===== src/rtl/alu_share_arbiter.sv =====
// Two-port arbiter sharing one combinational ALU: grants round-robin in IDLE, presents registered
// operands for one settle cycle, then captures the result and pulses the owner's DONE.
module alu_share_arbiter #(
  parameter int unsigned DATA_WIDTH = 32,
  parameter int unsigned OPRN_WIDTH = 6
) (
  input  logic                  CLK,
  input  logic                  RST,
  input  logic                  REQ0,
  input  logic [DATA_WIDTH-1:0] OP1_0,
  input  logic [DATA_WIDTH-1:0] OP2_0,
  input  logic [OPRN_WIDTH-1:0] OPRN_0,
  input  logic                  REQ1,
  input  logic [DATA_WIDTH-1:0] OP1_1,
  input  logic [DATA_WIDTH-1:0] OP2_1,
  input  logic [OPRN_WIDTH-1:0] OPRN_1,
  output logic                  DONE0,
  output logic                  DONE1,
  output logic [DATA_WIDTH-1:0] RESULT,
  output logic                  ZERO_OUT,
  output logic                  ILLEGAL,
  output logic                  OWNER,
  output logic                  BUSY,
  output logic [DATA_WIDTH-1:0] ALU_OP1,
  output logic [DATA_WIDTH-1:0] ALU_OP2,
  output logic [OPRN_WIDTH-1:0] ALU_OPRN,
  input  logic [DATA_WIDTH-1:0] ALU_OUT,
  input  logic                  ALU_ZERO
);

  typedef enum logic [1:0] {
    StIdle = 2'b00,
    StExec = 2'b01,
    StDone = 2'b10,
    StBad  = 2'b11
  } state_e;

  state_e                  state_q;
  logic                    done0_q, done1_q;
  logic [DATA_WIDTH-1:0]   result_q;
  logic                    zero_q;
  logic                    illegal_q;
  logic                    owner_q;
  logic                    last_gnt_q;
  logic [DATA_WIDTH-1:0]   alu_op1_q, alu_op2_q;
  logic [OPRN_WIDTH-1:0]   alu_oprn_q;

  logic any_req;
  logic gnt1;
  logic oprn_illegal;

  // On a tie the port that did not win last time is granted.
  assign any_req      = REQ0 | REQ1;
  assign gnt1         = REQ1 & (~REQ0 | ~last_gnt_q);
  assign oprn_illegal = (alu_oprn_q == '0) || (alu_oprn_q > OPRN_WIDTH'(9));

  always_ff @(posedge CLK) begin
    if (RST) begin
      state_q    <= StIdle;
      done0_q    <= 1'b0;
      done1_q    <= 1'b0;
      result_q   <= '0;
      zero_q     <= 1'b0;
      illegal_q  <= 1'b0;
      owner_q    <= 1'b0;
      last_gnt_q <= 1'b1;
      alu_op1_q  <= '0;
      alu_op2_q  <= '0;
      alu_oprn_q <= '0;
    end else begin
      unique case (state_q)
        StIdle: begin
          if (any_req) begin
            alu_op1_q  <= gnt1 ? OP1_1  : OP1_0;
            alu_op2_q  <= gnt1 ? OP2_1  : OP2_0;
            alu_oprn_q <= gnt1 ? OPRN_1 : OPRN_0;
            owner_q    <= gnt1;
            last_gnt_q <= gnt1;
            state_q    <= StExec;
          end
        end
        StExec: begin
          result_q  <= ALU_OUT;
          zero_q    <= ALU_ZERO;
          illegal_q <= oprn_illegal;
          done0_q   <= ~owner_q;
          done1_q   <= owner_q;
          state_q   <= StDone;
        end
        StDone: begin
          done0_q <= 1'b0;
          done1_q <= 1'b0;
          state_q <= StIdle;
        end
        default: begin
          done0_q <= 1'b0;
          done1_q <= 1'b0;
          state_q <= StIdle;
        end
      endcase
    end
  end

  assign DONE0    = done0_q;
  assign DONE1    = done1_q;
  assign RESULT   = result_q;
  assign ZERO_OUT = zero_q;
  assign ILLEGAL  = illegal_q;
  assign OWNER    = owner_q;
  assign BUSY     = (state_q != StIdle);
  assign ALU_OP1  = alu_op1_q;
  assign ALU_OP2  = alu_op2_q;
  assign ALU_OPRN = alu_oprn_q;

endmodule


===== config.mk =====
export PLATFORM = sky130hd
export DESIGN_NAME = alu_share_arbiter
export DESIGN_NICKNAME = d
export VERILOG_FILES = /design/src/rtl/alu_share_arbiter.sv
export SDC_FILE = /design/constraint.sdc
export NUM_CORES = 1
export LEC_CHECK = 0
export ABC_AREA = 1
export CAP_MARGIN = 20
export CORE_AREA = 2 2 171 89
export DETAILED_ROUTE_END_ITERATION = 8
export DIE_AREA = 0 0 173 91
export PLACE_DENSITY = 0.89
export SYNTH_ARGS = -nofsm -noshare
export SYNTH_HDL_FRONTEND = slang
export SYNTH_SLANG_ARGS = --single-unit

===== constraint.sdc =====
create_clock -name CLK -period 1.62 [get_ports CLK]
set_clock_uncertainty 0.2 [all_clocks]
set_input_delay 0.324 -clock CLK [delete_from_list [all_inputs] [get_ports CLK]]
set_output_delay 0.324 -clock CLK [all_outputs]
set_load 0.01 [all_outputs]

### Word-level counts from Yosys, hierarchy flattened

Index checks and enable logic that the tools add are counted.

| word-level totals | value |
|---|---|
| flip-flop bits (word level) | 110 |
| word-level logic and storage cells | 32 |

| operators by class | value |
|---|---|
| magnitude comparators | 1 |
| eq/ne operators | 2 |
| multiplexer cells | 7 |
| bitwise logic cells | 6 |
| reductions and logical operators | 5 |

Operator list:

| cell | count |
|---|---|
| $mux 32 | 2 |
| $gt 6x4->1 const B | 1 |
| $logic_not 6->1 | 1 |
| $mux 6 | 1 |
| $pmux 1 s2 | 2 |
| $pmux 2 s2 | 1 |
| $not 1->1 | 3 |
| $eq 2x1->1 const B | 1 |
| $logic_not 2->1 | 1 |
| $mux 2 | 1 |
| $ne 2x2->1 const B | 1 |
| $or 1x1->1 | 2 |
| $reduce_and 2->1 | 1 |
| $reduce_bool 2->1 | 1 |
| $and 1x1->1 | 1 |
| $logic_or 1x1->1 | 1 |

### Depth between registers and ports, before layout

Gate-level depths: netlist (run 1).

| depth | value |
|---|---|
| depth after elaboration | 4 |
| depth in mapped cells | 7 |
| gate-level depth less buffers | 7 |

### Worst setup path before layout (run 1)

OpenSTA, ideal clock, no wires.

| timing path | value |
|---|---|
| path kind | in2reg |
| from | input REQ1 |
| to | register alu_op2_q[0], in the netlist ALU_OP2[0] |
| library setup time | 112 ps |
| arrival | 1041 ps |
| required time | 1308 ps |
| setup slack | 267 ps |
| stages on the path | 7 |
| buffers on the path | 2 |
| path through | buf_4 nor2_1 nor2_2 buf_2 nand2_1 nor2_1 nor2_1 |

| between the ends | value |
|---|---|
| longest elaborated chain between the ends | 2 |

Ends and longest elaborated chain:

| what | line | source |
|---|---|---|
| start, declared | 13 | `input logic REQ1,` |
| $and 1x1->1 or $or 1x1->1 (tied branches) | 54, 53 |  |
| $mux 32 or $reduce_and 2->1 (tied branches) | - |  |
| end signal, assigned | 75 | `alu_op2_q <= gnt1 ? OP2_1 : OP2_0;` |
| end, declared | 45 | `logic [DATA_WIDTH-1:0] alu_op1_q, alu_op2_q;` |

Several ways; a longest one is shown, not always the timed one.
A chain may end at the register's enable or synchronous reset.

### Worst setup path in the final report (run 1)

| timing path | value |
|---|---|
| from | register alu_op1_q[9], in the netlist ALU_OP1[9] |
| to | output ALU_OP1[9] |

RTL lines:

| what | line | source |
|---|---|---|
| start, declared | 45 |  |
| start signal, assigned | 74 | `alu_op1_q <= gnt1 ? OP1_1 : OP1_0;` |
| end, declared | 24 | `output logic [DATA_WIDTH-1:0] ALU_OP1,` |

No word-level cell between the ends.

==> results.yml, run 1 <==
sta:
  post-route-period-util: 0.9683
  finalSetupViolations: 0
  slew_violations: 0
  final_hold_viol_count: 0
  slew_headroom: 0.7255
  layout_setup_ws_ns: 0.05132
  tightest_slew_ns: 0.4118
  rsz0062_at_grt: "false"
  max_freq_mhz: 637.5
  period_needed_ns: 1.569
route:
  routed_wl_um: 17880
  first_iter_violations: 259
  vias: 6068
  wire_per_inst_um: 13.53
  avgViaCountPerCell: 4.590
  ant_nets: 0
  route.detailed.drc: 0
  drt_pass1_iterations: 4
setup_path:
  crit_buf_inv: 1
  cp_max_fo: 2
  critPathSlowestCell: "dfxtp_1"
  worst_setup_path_start_kind: "flip-flop"
  cp.arrival_ns: 1.04
  crit_type: "flip-flop to primary output"
  required_ns: 1.10
  worst_setup_path_end_kind: "primary output"
  slowest_delay_ns: 0.35
  worstPathCellList: "dlygate4sd2_1"
  crit_family: "flip-flops"
synth:
  synth_ff_type: "dfxtp_1"
  yosys_warnings: 0
  synth.most_common_cell: "nand2_1"
  yosysSeqAreaShare: 0.3944
  yosys-top-cells-area: "dfxtp_1, nand2_1, nor2_1"
  ys_seq_elements: 110
  netlist_instances: 866
  synthDistinctLibCells: 19
  synth_top_area_cell: "dfxtp_1"
  synthTopCellsByCount: "nand2_1, nor2_1, dfxtp_1, inv_1, nand3_1"
  synthesis.nets: 1043
  netlist_area_um2: 5584
  syn_avg_cell_area_um2: 6.448
  synth_edf_count: 0
  synth_top_area_share: 0.3944
  synthArstFlopShare: 0
floorplan:
  initial_core_util: 0.3934
  die_h_um: 91
  rows: 31
  die_area_um2: 15740
  ios: 285
  fp.coreArea_um2: 14200
  die_w_um: 173
clock_network:
  post_cts_buffers: 0
  hold_buffers: 0
  cts_num_sinks: 110
  clk_pin_slew_ns: 0.08
  root_buffer: "clkbuf_16"
  cts_tree: "done"
  htree_levels: 3
  cts_buffers: 9
  clk_latency_ns: 0.33
  clock_tree.buffer_depth: 2
grt:
  grt_pass1_wl_um: 28560
  grt_max_degree: 103
  grt_pass1_vias: 5703
  track_usage: 0.2238
  antenna_found_initial: 0
  overflow: 0
run_status:
  outcome: "finished, final reports clean"
place:
  dp.final_hpwl_um: 13330
  pre_cts_slack_ns: -0.3564
  place_inst: 1306
  portBuffers: 284
  gp_congestion: 0.8581
power_and_ir_drop:
  irDropWorstVdd_uv: 521.0
  power_frac_seq: 0.420
  swShare: 0.3093
  p_leak_nw: 4.259
  p_int_mw: 5.186
  power_mw: 7.508
  p_comb_frac: 0.308
  p_switching_mw: 2.323
  power_density_nw_per_um2: 858.1
  clkPwrFrac: 0.272
final_layout:
  antennaDiodeCount: 0
  fin_util: 0.6163
  synthToLayoutAreaGrowth_pct: 56.69
  drive_above_1_share: 0.03915
  nets: 1296
  stdcell_count: 1322
hold_path:
  hp-class: "flip-flop to flip-flop"
run:
  maxCapViolCount: 0
==> power groups by stage <==
stage               registers (mW)  logic, mW  clock network, mW
finish                        3.15       2.31               2.04
global route                  3.19       2.58               2.22
detailed placement            3.23       2.52                  0
global placement              3.21       2.47                  0
CTS                           3.15       2.33               2.12
floorplan                     3.34       1.08                  0
==> worst register-to-register path, stage by stage, from the launching register on <==
cell and delay (ns):
dfxtp_2 0.33, inv_1 0.07, nand2_1 0.06, buf_4 0.14
nor2_4 0.17, buf_12 0.22, nand2_1 0.09, nor2_2 0.10
nor2_1 0.05
==> path summary, 6_finish.rpt <==
kind                   start     endpoint  slack [ns]  depth (start not counted)
hold / removal         DONE1        DONE1        0.27                          2
setup / recovery  ALU_OP1[9]   ALU_OP1[9]        0.05                          1
setup reg to reg  state_q[1]  ALU_OP2[14]        0.09                          8
hold reg to reg        DONE1        DONE1        0.27                          2
==> logic make-up after synthesis <==
group,after synthesis,share of synthesized area
AND/OR/NAND/NOR,510,0.3607
buffers and inverters,138,0.1147
flip-flops,110,0.3944
AO/OA/AOI/OAI,108,0.1302
==> stage by stage <==
stage               cell area [um2]  hold WS, ns  TNS (ns)
finish                         8750       0.2666         0
global route                   8750       0.2894         0
CTS                            8750       0.2653         0
detailed placement             8616       0.2572    -22.42
global placement               8616       0.2485    -19.76
floorplan                      5584       0.1931         0
==> flip-flops by register name (all words and copies together) (netlist names) <==
| register | cells |
|---|---|
| last_gnt_q | 1 |
| ALU_OPRN | 6 |
| RESULT | 32 |
| ALU_OP2 | 32 |
| ZERO_OUT | 1 |
| OWNER | 1 |
| DONE0 | 1 |
| state_q | 2 |
| ILLEGAL | 1 |
| ALU_OP1 | 32 |
| DONE1 | 1 |
==> per-layer routing <==
metal,global-route usage,vias to the layer above,routed length [um]
met5,0,-,0
met4,0.04237,0,192
met3,0.07580,17,1465
met2,0.3787,199,8267
met1,0.2792,2690,7956
li1,-,3162,-
==> layout make-up <==
class | count | area (um2)
clock buffer | 12 | 236.5
inverter | 76 | 286.5
sequential | 110 | 2205
fill | 1320 | 5446
multi-input combinational | 618 | 2754
tap | 198 | 247.7
clock inverter | 4 | 31.28
timing repair buffer | 304 | 2989
==> cell usage in the layout (no fill, tap or decap) <==
cell type	netlist	routed
dlygate4sd2_1	0	107
buf_2	26	1
a21boi_1	29	29
nor2_1	213	212
dfxtp_1	110	108
nand3_1	74	74
dfxtp_2	0	2
clkbuf_1	21	3
buf_12	0	11
o21ai_0	35	35
clkdlybuf4s50_1	0	174
a21boi_0	41	41
nor2_2	2	2
nand2_1	220	220
clkinv_2	0	1
inv_6	0	1
nor2_4	0	1
clkbuf_16	0	9
a21oi_1	2	2
inv_2	1	1
inv_1	74	74
clkinvlp_4	0	3
nand2_4	0	1
o21ai_4	1	1
clkdlybuf4s15_1	0	1
buf_4	2	10
==> timing repair <==
action | CTS | global route
endpoints found under the setup margin | 109 | 4
resized for setup | 111 | 5
cloned | 0 | 0
Power figures use the tool's default switching activity.
==> run 2, diff against run 1 <==
- PLACE_DENSITY: 0.89 -> default
- PLACE_DENSITY_LB_ADDON: default -> 0.08
==> results.yml, run 2 (synthesis results as in run 1) <==
floorplan:
  rows: 31
  fp.coreArea_um2: 14200
  die_h_um: 91
  ios: 285
  die_area_um2: 15740
  die_w_um: 173
  initial_core_util: 0.3934
setup_path:
  worst_setup_path_start_kind: "flip-flop"
  crit_type: "flip-flop to primary output"
  cp_max_fo: 4
  worst_setup_path_end_kind: "primary output"
  cp.arrival_ns: 1.03
  slowest_delay_ns: 0.38
  crit_family: "flip-flops"
  crit_buf_inv: 1
  worstPathCellList: "dlygate4sd2_1"
  required_ns: 1.10
  critPathSlowestCell: "dfxtp_1"
clock_network:
  cts_num_sinks: 110
  clk_latency_ns: 0.34
  clock_tree.buffer_depth: 2
  htree_levels: 3
  root_buffer: "clkbuf_16"
  cts_buffers: 9
  clk_pin_slew_ns: 0.07
  cts_tree: "done"
  hold_buffers: 0
final_layout:
  stdcell_count: 1326
  nets: 1300
  synthToLayoutAreaGrowth_pct: 58.57
  fillers: 1418
  fin_util: 0.6237
  regArea_um2: 2205
  antennaDiodeCount: 0
  final_common_cell: "nand2_1"
  drive_above_1_share: 0.04610
  final_cell_mix: "nand2_1, nor2_1, clkdlybuf4s50_1, dfxtp_1, dlygate4sd2_1"
  multiInputGateArea_um2: 2759
sta:
  tightest_slew_ns: 0.2939
  post-route-period-util: 0.9608
  period_needed_ns: 1.556
  max_freq_mhz: 642.5
  rsz0062_at_grt: "false"
  fin_tns_setup_ns: 0
  final_hold_viol_count: 0
  finalSetupViolations: 0
  slew_headroom: 0.8038
  slew_violations: 0
grt:
  grt_pass1_vias: 5274
  grt_max_degree: 65
  grt_pass1_wl_um: 28010
  track_usage: 0.2190
  overflow: 0
  antenna_found_initial: 1
power_and_ir_drop:
  p_leak_nw: 4.325
  irDropWorstVdd_uv: 548.0
  power_density_nw_per_um2: 895.0
  power_mw: 7.925
route:
  avgViaCountPerCell: 4.445
  first_iter_violations: 335
  routed_wl_um: 17650
  route.detailed.drc: 0
  vias: 5894
  ant_nets: 0
  drt_pass1_iterations: 4
  wire_per_inst_um: 13.31
place:
  dp.final_hpwl_um: 12840
  gp_congestion: 0.7921
  portBuffers: 284
  place_inst: 1310
run:
  maxCapViolCount: 0
run_status:
  outcome: "finished, final reports clean"
hold_path:
  hp-class: "flip-flop to flip-flop"
## run 2: cell count changes in the layout (fill, tap and decap cells not counted), sizes merged, moves of 2 or more
cell / change
buf: +4
bufinv: +2
clkbuf: -3
clkinvlp: -3
inv: +3
## run 2: repair_timing
action / in CTS / in global routing
gates resized for setup: 112 / 4
setup buffers: 0 / 0
endpoints found under the setup margin: 108 / 2
endpoints found under the hold margin: 0 / 0
## run 2: per-stage QoR
stage / hold slack [ns] / area [um2] / worst slack [ns]
5_1_grt: 0.2998 / 8855 / 0.008209
3_3_place_gp: 0.2531 / 8645 / -0.2814
2_1_floorplan: 0.1931 / 5584 / 0.2669
6_report: 0.2739 / 8855 / 0.06352
4_1_cts: 0.2738 / 8855 / 0.01073
3_5_place_dp: 0.2624 / 8645 / -0.2952
## run 2: final timing paths
path / from / to / slack [ns] / cells after the start
max: OWNER / OWNER / 0.06 / 1
min: DONE1 / DONE1 / 0.27 / 2
max reg2reg: state_q[1] / ALU_OP2[13] / 0.16 / 7
min reg2reg: DONE1 / DONE1 / 0.27 / 2
## run 2: report_power, final
| part | internal (mW) | total [mW] | switching, mW | leakage (nW) |
|---|---|---|---|---|
| Combinational | 1.14 | 2.31 | 1.17 | 3.25 |
| Clock | 1.40 | 2.48 | 1.08 | 0.165 |
| Sequential | 3.00 | 3.14 | 0.139 | 0.912 |
## run 2: area by class of cell
type	count	area share
repair buffers	308	0.3410
multi-input cells	618	0.3116
flip-flops and latches	110	0.2490
inverters	76	0.03222
well taps	198	0.02798
clock buffers	9	0.02543
clock inverters	7	0.01286
## run 2: routing by layer
| metal | routed length [um] | GRT usage | vias to the layer above |
|---|---|---|---|
| met5 | 0 | 0 | - |
| met4 | 87 | 0.03390 | 0 |
| met3 | 1530 | 0.08333 | 7 |
| met2 | 7668 | 0.3530 | 158 |
| met1 | 8368 | 0.2837 | 2551 |
| li1 | - | - | 3178 |
==> run 3, diff against run 2 <==
- CORE_AREA: 2 2 171 89 -> 2 2 100 150
- DIE_AREA: 0 0 173 91 -> 0 0 102 152
==> results.yml, run 3 (synthesis results as in run 1) <==
place:
  dp.final_hpwl_um: 12290
  gp_congestion: 0.7867
  portBuffers: 284
run_status:
  outcome: "finished, final reports clean"
sta:
  period_needed_ns: 1.558
  max_freq_mhz: 641.9
  rsz0062_at_grt: "false"
  fin_tns_setup_ns: 0
  slew_violations: 0
  finalSetupViolations: 0
  tightest_slew_ns: 0.2528
  post-route-period-util: 0.9616
  final_hold_viol_count: 0
  slew_headroom: 0.8314
setup_path:
  worst_setup_path_end_kind: "flip-flop"
  required_ns: 1.71
  crit_type: "flip-flop to flip-flop"
  cp.arrival_ns: 1.65
  crit_family: "buffers and inverters"
  reg2reg_depth: 8
  critPathSlowestCell: "dfxtp_2"
  worstPathCellList: "buf_4, nor2_2, o21ai_4, buf_4, clkbuf_16, nand2_1, nand2_1, nor2_1"
  cp_max_fo: 18
  slowest_delay_ns: 0.34
  r2r_slack_ns: 0.06
  r2r_end: "ALU_OP1[11]"
  crit_buf_inv: 3
  worst_setup_path_start_kind: "flip-flop"
  reg2reg_from: "state_q[1]"
clock_network:
  cts_buffers: 9
  hold_buffers: 0
  cts_num_sinks: 110
  clk_pin_slew_ns: 0.08
  clk_latency_ns: 0.35
  cts_tree: "done"
  clock_tree.buffer_depth: 2
  htree_levels: 3
  root_buffer: "clkbuf_16"
route:
  drt_pass1_iterations: 4
  first_iter_violations: 173
  route.detailed.drc: 0
  routed_wl_um: 18250
  avgViaCountPerCell: 4.525
  ant_nets: 0
  vias: 6082
  wire_per_inst_um: 13.58
grt:
  antenna_found_initial: 0
  grt_pass1_vias: 5575
  grt_pass1_wl_um: 27080
  grt_max_degree: 62
  overflow: 0
  track_usage: 0.2159
floorplan:
  fp.coreArea_um2: 14320
  die_w_um: 102
  initial_core_util: 0.3898
  die_area_um2: 15500
  die_h_um: 152
  ios: 285
  rows: 54
hold_path:
  min_from: "DONE1"
  hold_end: "DONE1"
  hp-class: "flip-flop to flip-flop"
  hold_depth: 2
final_layout:
  fillers: 1423
  synthToLayoutAreaGrowth_pct: 63.90
  drive_above_1_share: 0.06533
  fin_util: 0.6390
  final_cell_mix: "nand2_1, nor2_1, clkdlybuf4s50_1, dfxtp_1, dlygate4sd2_1"
  nets: 1320
  final_common_cell: "nand2_1"
  antennaDiodeCount: 0
power_and_ir_drop:
  p_leak_nw: 4.481
  power_density_nw_per_um2: 862.1
  irDropWorstVdd_uv: 510.9
run:
  maxCapViolCount: 0
==> run 3: cell count changes in the layout (fill, tap and decap cells not counted), sizes merged <==
cell / previous run / this run
buf: 26 / 38
bufinv: 2 / 0
clkbuf: 9 / 17
clkdlybuf4s50: 175 / 174
clkinv: 2 / 4
clkinvlp: 0 / 1
dlymetal6s2s: 0 / 1
inv: 79 / 78
==> run 3: area by class of cell <==
cell class                      count  area [um2]  area share
Sequential cell                   110        2203      0.2407
Clock inverter                      7       77.57    0.008476
Tap cell                          196       245.2     0.02679
Clock buffer                        9       225.2     0.02461
Multi-Input combinational cell    618        2764      0.3020
Inverter                           76       285.3     0.03117
Timing Repair Buffer              328        3352      0.3662
==> run 3: worst max-delay path by stage <==
| stage | start | depth (start not counted) | to | slack, ns |
|---|---|---|---|---|
| finish | state_q[1] | 8 | ALU_OP1[11] | 0.06 |
| global placement | REQ0 | 7 | ALU_OP2[7] | -0.32 |
| CTS | ALU_OPRN[3] | 1 | ALU_OPRN[3] | 0.05 |
| floorplan | REQ1 | 7 | ALU_OP2[0] | 0.27 |
| global route | state_q[1] | 8 | ALU_OP1[23] | 0.005 |
| detailed placement | REQ0 | 7 | ALU_OP2[7] | -0.32 |
==> run 3: metal layers <==
metal | track usage | wire, um | vias up
li1 | - | - | 3223
met1 | 0.2490 | 7183 | 2622
met2 | 0.3697 | 9134 | 198
met3 | 0.06164 | 1386 | 39
met4 | 0.08508 | 540 | 0
met5 | 0 | 0 | -
==> run 3: report_power, final <==
group          internal (mW)  switching [mW]  leakage [nW]
sequential              3.00           0.135         0.912
clock                   1.09            1.13         0.144
combinational           1.30            1.23          3.43
==> run 3: metrics by stage <==
stage | power (mW) | setup WS, ns | std cells | area, um2 | hold WS [ns]
after global routing | 8.393 | 0.005372 | 1344 | 9153 | 0.3002
final | 7.891 | 0.06213 | 1344 | 9153 | 0.2645
after CTS | 7.769 | 0.04617 | 1329 | 8856 | 0.2709
after floorplan | 4.421 | 0.2669 | 866 | 5584 | 0.1931
after global placement | 5.703 | -0.3190 | 1313 | 8692 | 0.2469
after detailed placement | 5.729 | -0.3225 | 1313 | 8692 | 0.2598
==> run 3: worst min-delay path, cell delays in order, from the launching register on <==
cell     delay, ns
dfxtp_1       0.32
nand2_1       0.06
a21oi_1       0.05
==> run 3: repair_timing <==
item / 4_1_cts / 5_1_grt
gates cloned: 0 / 11
pin swaps: 0 / 3
buffers inserted: 0 / 5
setup endpoints to repair: 108 / 58
resized for setup: 111 / 9
